--- src/rtl/temp_rega.sv ---
// temp_rega: irrigation valve timer counting Tick pulses up to a latched duration
// Ports: Clk/Reset (async, active-high); Start, Pause, Abort, Tick, Dur[3:0] control inputs;
//        Q[3:0] elapsed ticks, Valve (open in RUN), Busy (RUN/PAUSED), Done (one-Clk completion pulse)
module temp_rega (
   input  logic       Clk,
   input  logic       Reset,
   input  logic       Start,
   input  logic       Pause,
   input  logic       Abort,
   input  logic       Tick,
   input  logic [3:0] Dur,
   output logic [3:0] Q,
   output logic       Valve,
   output logic       Busy,
   output logic       Done
);
   localparam logic [1:0] IDLE   = 2'd0;
   localparam logic [1:0] RUN    = 2'd1;
   localparam logic [1:0] PAUSED = 2'd2;
   localparam logic [1:0] DONE   = 2'd3;
   logic [1:0] state;
   logic [3:0] limit;
   always_ff @(posedge Clk or posedge Reset) begin
      if (Reset) begin
         state <= IDLE;
         Q     <= 4'd0;
         limit <= 4'd0;
      end else begin
         case (state)
            IDLE: if (Start && !Abort) begin
               limit <= Dur;
               Q     <= 4'd0;
               state <= (Dur != 4'd0) ? RUN : DONE;
            end
            RUN: if (Abort) begin
               state <= IDLE;
               Q     <= 4'd0;
            end else if (Pause) begin
               state <= PAUSED;
            end else if (Tick) begin
               // limit is nonzero in RUN, so Q stops at limit and never wraps
               Q     <= Q + 4'd1;
               state <= (Q == limit - 4'd1) ? DONE : RUN;
            end
            PAUSED: if (Abort) begin
               state <= IDLE;
               Q     <= 4'd0;
            end else if (!Pause) begin
               state <= RUN;
            end
            default: state <= IDLE;
         endcase
      end
   end
   assign Valve = state == RUN;
   assign Busy  = (state == RUN) || (state == PAUSED);
   assign Done  = state == DONE;
endmodule

--- config.mk ---
export PLATFORM = sky130hd
export DESIGN_NAME = temp_rega
export DESIGN_NICKNAME = d
export VERILOG_FILES = /design/src/rtl/temp_rega.sv
export SDC_FILE = /design/constraint.sdc
export NUM_CORES = 1
export LEC_CHECK = 0
export CAP_MARGIN = 20
export CORE_AREA = 2 2 45 47
export DETAILED_ROUTE_END_ITERATION = 12
export DIE_AREA = 0 0 47 49
export SYNTH_ARGS = -nofsm -noshare
export SYNTH_HDL_FRONTEND = slang
export SYNTH_SLANG_ARGS = --single-unit
export TNS_END_PERCENT = 5
--- constraint.sdc ---
create_clock -name Clk -period 2.6 [get_ports Clk]
set_clock_uncertainty 0.2 [all_clocks]
set_input_delay 0.26 -clock Clk [delete_from_list [all_inputs] [get_ports Clk]]
set_output_delay 0.26 -clock Clk [all_outputs]
set_load 0.01 [all_outputs]
# Yosys cells after proc, flatten, opt, wreduce, memory -nomap -nowiden
# Cells that the tools add are included.
[classes]
eq_ne = 10
add_sub_neg = 2
n_reduce_logical = 9
mux = 15
[op_table]
columns = ["operator", "count"]
rows = [
  ["two-way mux 4 bit", 5],
  ["two-way mux 2 bit", 8],
  ["one-hot mux 4 bit (3 select lines)", 1],
  ["!= test 3 bit (second input constant)", 3],
  ["one-hot mux 2 bit (3 select lines)", 1],
  ["AND reduction 5 bit", 1],
  ["adder 4 x 1 -> 4 bit (second input constant)", 1],
  ["equality test 2 bit (second input constant)", 2],
  ["equality test 4 bit", 1],
  ["!= test 2 bit (second input constant)", 2],
  ["!= test 4 bit (second input constant)", 1],
  ["nonzero test 4 bit", 1],
  ["subtractor 4 x 1 -> 4 bit (second input constant)", 1],
  ["AND reduction 3 bit", 1],
  ["nonzero test 3 bit", 1],
  ["equality test 2 x 1 -> 1 bit (second input constant)", 1],
  ["zero test 2 bit", 1],
  ["AND reduction 2 bit", 1],
  ["logical AND 1 bit", 1],
  ["zero test 1 bit", 1],
  ["logical OR 1 bit", 1],
]
[word_totals]
word_cells = 39
regBits = 10

# Depth between registers and ports, before layout
[depth]
ltp_word = 7
depth_mapped = 7

# Least setup slack after synthesis
# Ideal clock, no wire load.
[synth_timing]
path_type = "register -> register"
from = "register state[1]"
to = "register state[1]"
t_required_ns = 2.308
path_slack_ns = 0.690
arrival_time_ns = 1.618
stages_incl_launch_ff = 8
synth_period_minus_slack_ns = 1.910
path_cell_list = "dfrtp_1 > inv_1 > ha_1 > nor2b_4 > o211ai_1 > a2111oi_2 > a221oi_1 > o31ai_2"
[synth_between]
elab_chain_cells = 3
word_cells_on_any_way = 8
[synth_lines]
columns = ["element", "line", "source"]
rows = [
  ["from (decl)", "21", "logic [1:0] state;"],
  ["from (signal assigned)", "33", "state <= (Dur != 4'd0) ? RUN : DONE;"],
  ["from (signal assigned)", "43", "state <= (Q == limit - 4'd1) ? DONE : RUN;"],
  ["equality test 2 x 1 -> 1 bit (*)", "--", ""],
  ["net Valve", "13", "output logic Valve,"],
  ["!= test 4 bit (no source line)", "--", ""],
  ["AND reduction 3 bit (no source line)", "--", ""],
]
# Mark *: on every way through the listed nets, which the timed path passes. The rest lies on a longest branch.
# A chain may end at the register's enable or synchronous reset.

# Final worst setup path
[layout_timing]
from = "register state[1]"
to = "output port Valve"
[layout_between]
elab_chain_cells = 1
[layout_lines]
columns = ["element", "line", "source"]
rows = [
  ["equality test 2 x 1 -> 1 bit", "55", "assign Valve = state == RUN;"],
  ["to (decl)", "13", ""],
]
# Every way passes these cells.

==> key figures <==
Status
  – Outcome: finished clean

Setup path
  – RR Startpoint: state[1]
  – Crit path launch: state[1]
  – Worst Path Max Fanout: 8
  – CP Capture Type: output pin
  – WP data arrival: 1.62 ns
  – Startpoint types: flop
  – Crit Path Category: reg -> out
  – CP required: 2.14 ns

Final layout
  – Register area: 250 µm²
  – Share of cells above drive strength 1: 14.3%
  – Fin area: 911 µm²
  – Area Overhead vs Synth: 31.2%
  – Area of the multi-input gates: 418 µm²
  – ANT cells: 0
  – Final net count: 109
  – # fillers: 177

Min path
  – Hold Path Class: in -> async

Synth
  – Syn nets: 88
  – Primary FF master, synth: dfrtp_1
  – Post-synthesis instance area: 694 µm²
  – Post-synthesis async set-or-reset flop share: 100%
  – Yosys top cell area share: 36.0%
  – Synth cell types: 29
  – Synth top area cells: dfrtp_1 36%, ha_1 11%, mux2_2 6.5%
  – Post-synth EDFFs: 0
  – Synth area leader: dfrtp_1
  – Synthesis Warnings: 0
  – Sequential area share after synthesis: 36.0%
  – Syn Inst Count: 72
  – Flops & latches, synth: 10
  – Mean Syn Cell Area: 9.64 µm²

Route
  – Wire per inst: 12.0 µm
  – Total Routed Length: 1420 µm
  – Post-DR vias/cell: 4.97
  – Vias: 587
  – Drt drc: 0
  – Pre-antenna DRT Iters: 4
  – Routed Antenna Nets: 0
  – Starting DRC count in detailed routing: 5

CTS
  – CTS root buf: clkbuf_4
  – Hold bufs inserted after CTS: 0
  – CTS Buf Count: 3
  – Clk Latency, worst-skew pair: 0.26 ns
  – Post-CTS Setup Bufs: 0
  – TritonCTS clock tree: built
  – Post_cts resized: 0
  – Maximum clock path buffer count: 2
  – CTS sink cnt: 10
  – H-tree Lvls: 1
  – Clock transition at path regs: 0.06 ns

Die
  – Die area: 0.00230 mm²
  – Rows: 16
  – Initial Utilization: 37.7%
  – Die W: 47 µm
  – Core area: 0.00184 mm²
  – Ports: 17
  – Die height: 49 µm

Power and ir drop
  – Comb pwr share: 57.4%
  – Worst VDD drop: 0.487 mV
  – Clk pwr share: 11.4%
  – PD cells: 954 mW/mm²
  – Reg power frac: 31.2%
  – Power Total: 869 µW
  – Net Sw Power: 353 µW
  – Static Leak: 0.379 nW
  – Internal cell power: 516 µW
  – Switching Fraction: 40.6%

STA
  – Final setup fails: 0
  – Final Hold Fails: 0
  – Period minus WS final: 2.08 ns
  – Tcrit/Tclk final: 80.0%
  – Worst-Margin Slew: 0.400 ns
  – Setup TNS: 0 ns
  – Achievable frequency: 481 MHz
  – Final Max Slew Viols: 0
  – Slew HR: 73.3%
  – Fin worst setup slack: 0.520 ns
  – RSZ-0062 raised after global routing: no

Placed design
  – Placed Instance Area: 888 µm²
  – I/O Buffers: 16
  – Pre-CTS setup slack: 0.497 ns
  – DP HPWL: 1150 µm
  – RePlAce Congestion: 0.743

GRT
  – Vias in the first global route: 572
  – Total grt overflow: 0
  – Overall Global Routing Usage: 15.2%
  – Largest net degree at the start of global routing: 11
  – First-pass GRT wire length: 2510 µm
  – Antenna violations before repair: 0

Job
  – Max-cap violations: 0
[logic make-up (layout without fill, tap and decap cells)]
kind of cell               after synthesis  count (layout)  synth area share [%]
adders and majority gates                6               6                  10.8
buffers and inverters                    7              26                  3.78
xor gates and xnor gates                 5               5                  6.31
AOI/OAI and AO/OA                       17              17                  17.5
muxes                                    4               4                  6.49
DFF                                     10              10                  36.0
and+or+nand+nor                         23              23                  19.1
[power by group through the flow]
stage          clock network, mW  registers (mW)  logic (mW)
2_1_floorplan                  0           0.266       0.357
3_3_place_gp                   0           0.273       0.493
3_5_place_dp                   0           0.273       0.499
4_1_cts                    0.106           0.272       0.505
5_1_grt                    0.112           0.283       0.554
6_report                  0.0995           0.271       0.499
[area by class of cell]
cell class / count / share of cell area [%]
sequential: 10 / 27.5
clock buffer: 3 / 2.47
inverter: 7 / 2.88
tap: 27 / 3.71
multi-input combinational: 55 / 45.9
timing repair buffer: 16 / 17.6
[layer usage]
metal | up-vias | track usage, % | wire length (µm) | share of wire [%]
met5 | - | 0 | 0 | 0
met4 | 0 | 5.56 | 19 | 1.3
met3 | 2 | 4.44 | 53 | 3.7
met2 | 12 | 23.3 | 706 | 50
met1 | 279 | 19.6 | 641 | 45
li1 | 294 | - | - | -
[worst paths after layout]
kind	to	slack (ns)	depth (start not counted)
worst min register to register	limit[3]	0.32	1
worst min-delay path	Q[3]	0.08	2
worst max-delay path	Valve	0.52	3
max in group asynchronous	state[0]	1.83	2
worst max register to register	state[1]	0.56	7
min in group Clk	limit[3]	0.32	1
[cells in the final DEF (no fill, tap or decap)]
cell type	n
clkdlybuf4s50_1	16
dfrtp_1	10
nand2_1	8
inv_1	7
ha_1	6
a21oi_1	4
mux2_2	4
xnor2_1	4
o21ai_0	3
nor2_1	3
clkbuf_4	3
nand2b_1	2
nand3b_1	2
nor3b_1	2
a21oi_2	1
o21ai_2	1
nor2b_4	1
or2b_1	1
nor4_1	1
nor3_2	1
xor2_1	1
o211ai_1	1
a2111oi_2	1
a221oi_1	1
o21ai_1	1
o31ai_2	1
nand3_1	1
a31oi_1	1
o22ai_1	1
or3_1	1
o31ai_1	1
[stage by stage]
| stage | utilization (%) | hold slack (ns) | instances |
|---|---|---|---|
| floorplan | - | -0.0998 | 72 |
| global placement | 48.2 | 0.313 | 115 |
| detailed placement | 48.2 | 0.317 | 115 |
| CTS | 49.5 | 0.0935 | 118 |
| global route | 49.5 | 0.131 | 118 |
| finish | 49.5 | 0.0842 | 118 |
[registers in the layout, summed over array words and instances, names as in the netlist]
name	flops
limit	4
state	2
Q	4
[Yosys cell counts, types with 2 or more instances]
cell,count
a21oi_1,4
dfrtp_1,10
inv_1,7
ha_1,6
nand3b_1,2
nor2_1,3
nor3b_1,2
mux2_2,4
nand2_1,8
xnor2_1,4
nand2b_1,2
o21ai_0,3
[critical path, stage by stage, from the launching register on]
cell and delay [ns]:
dfrtp_1 0.41, inv_1 0.08, ha_1 0.28, clkdlybuf4s50_1 0.59
(Power assumes the default switching activity.)
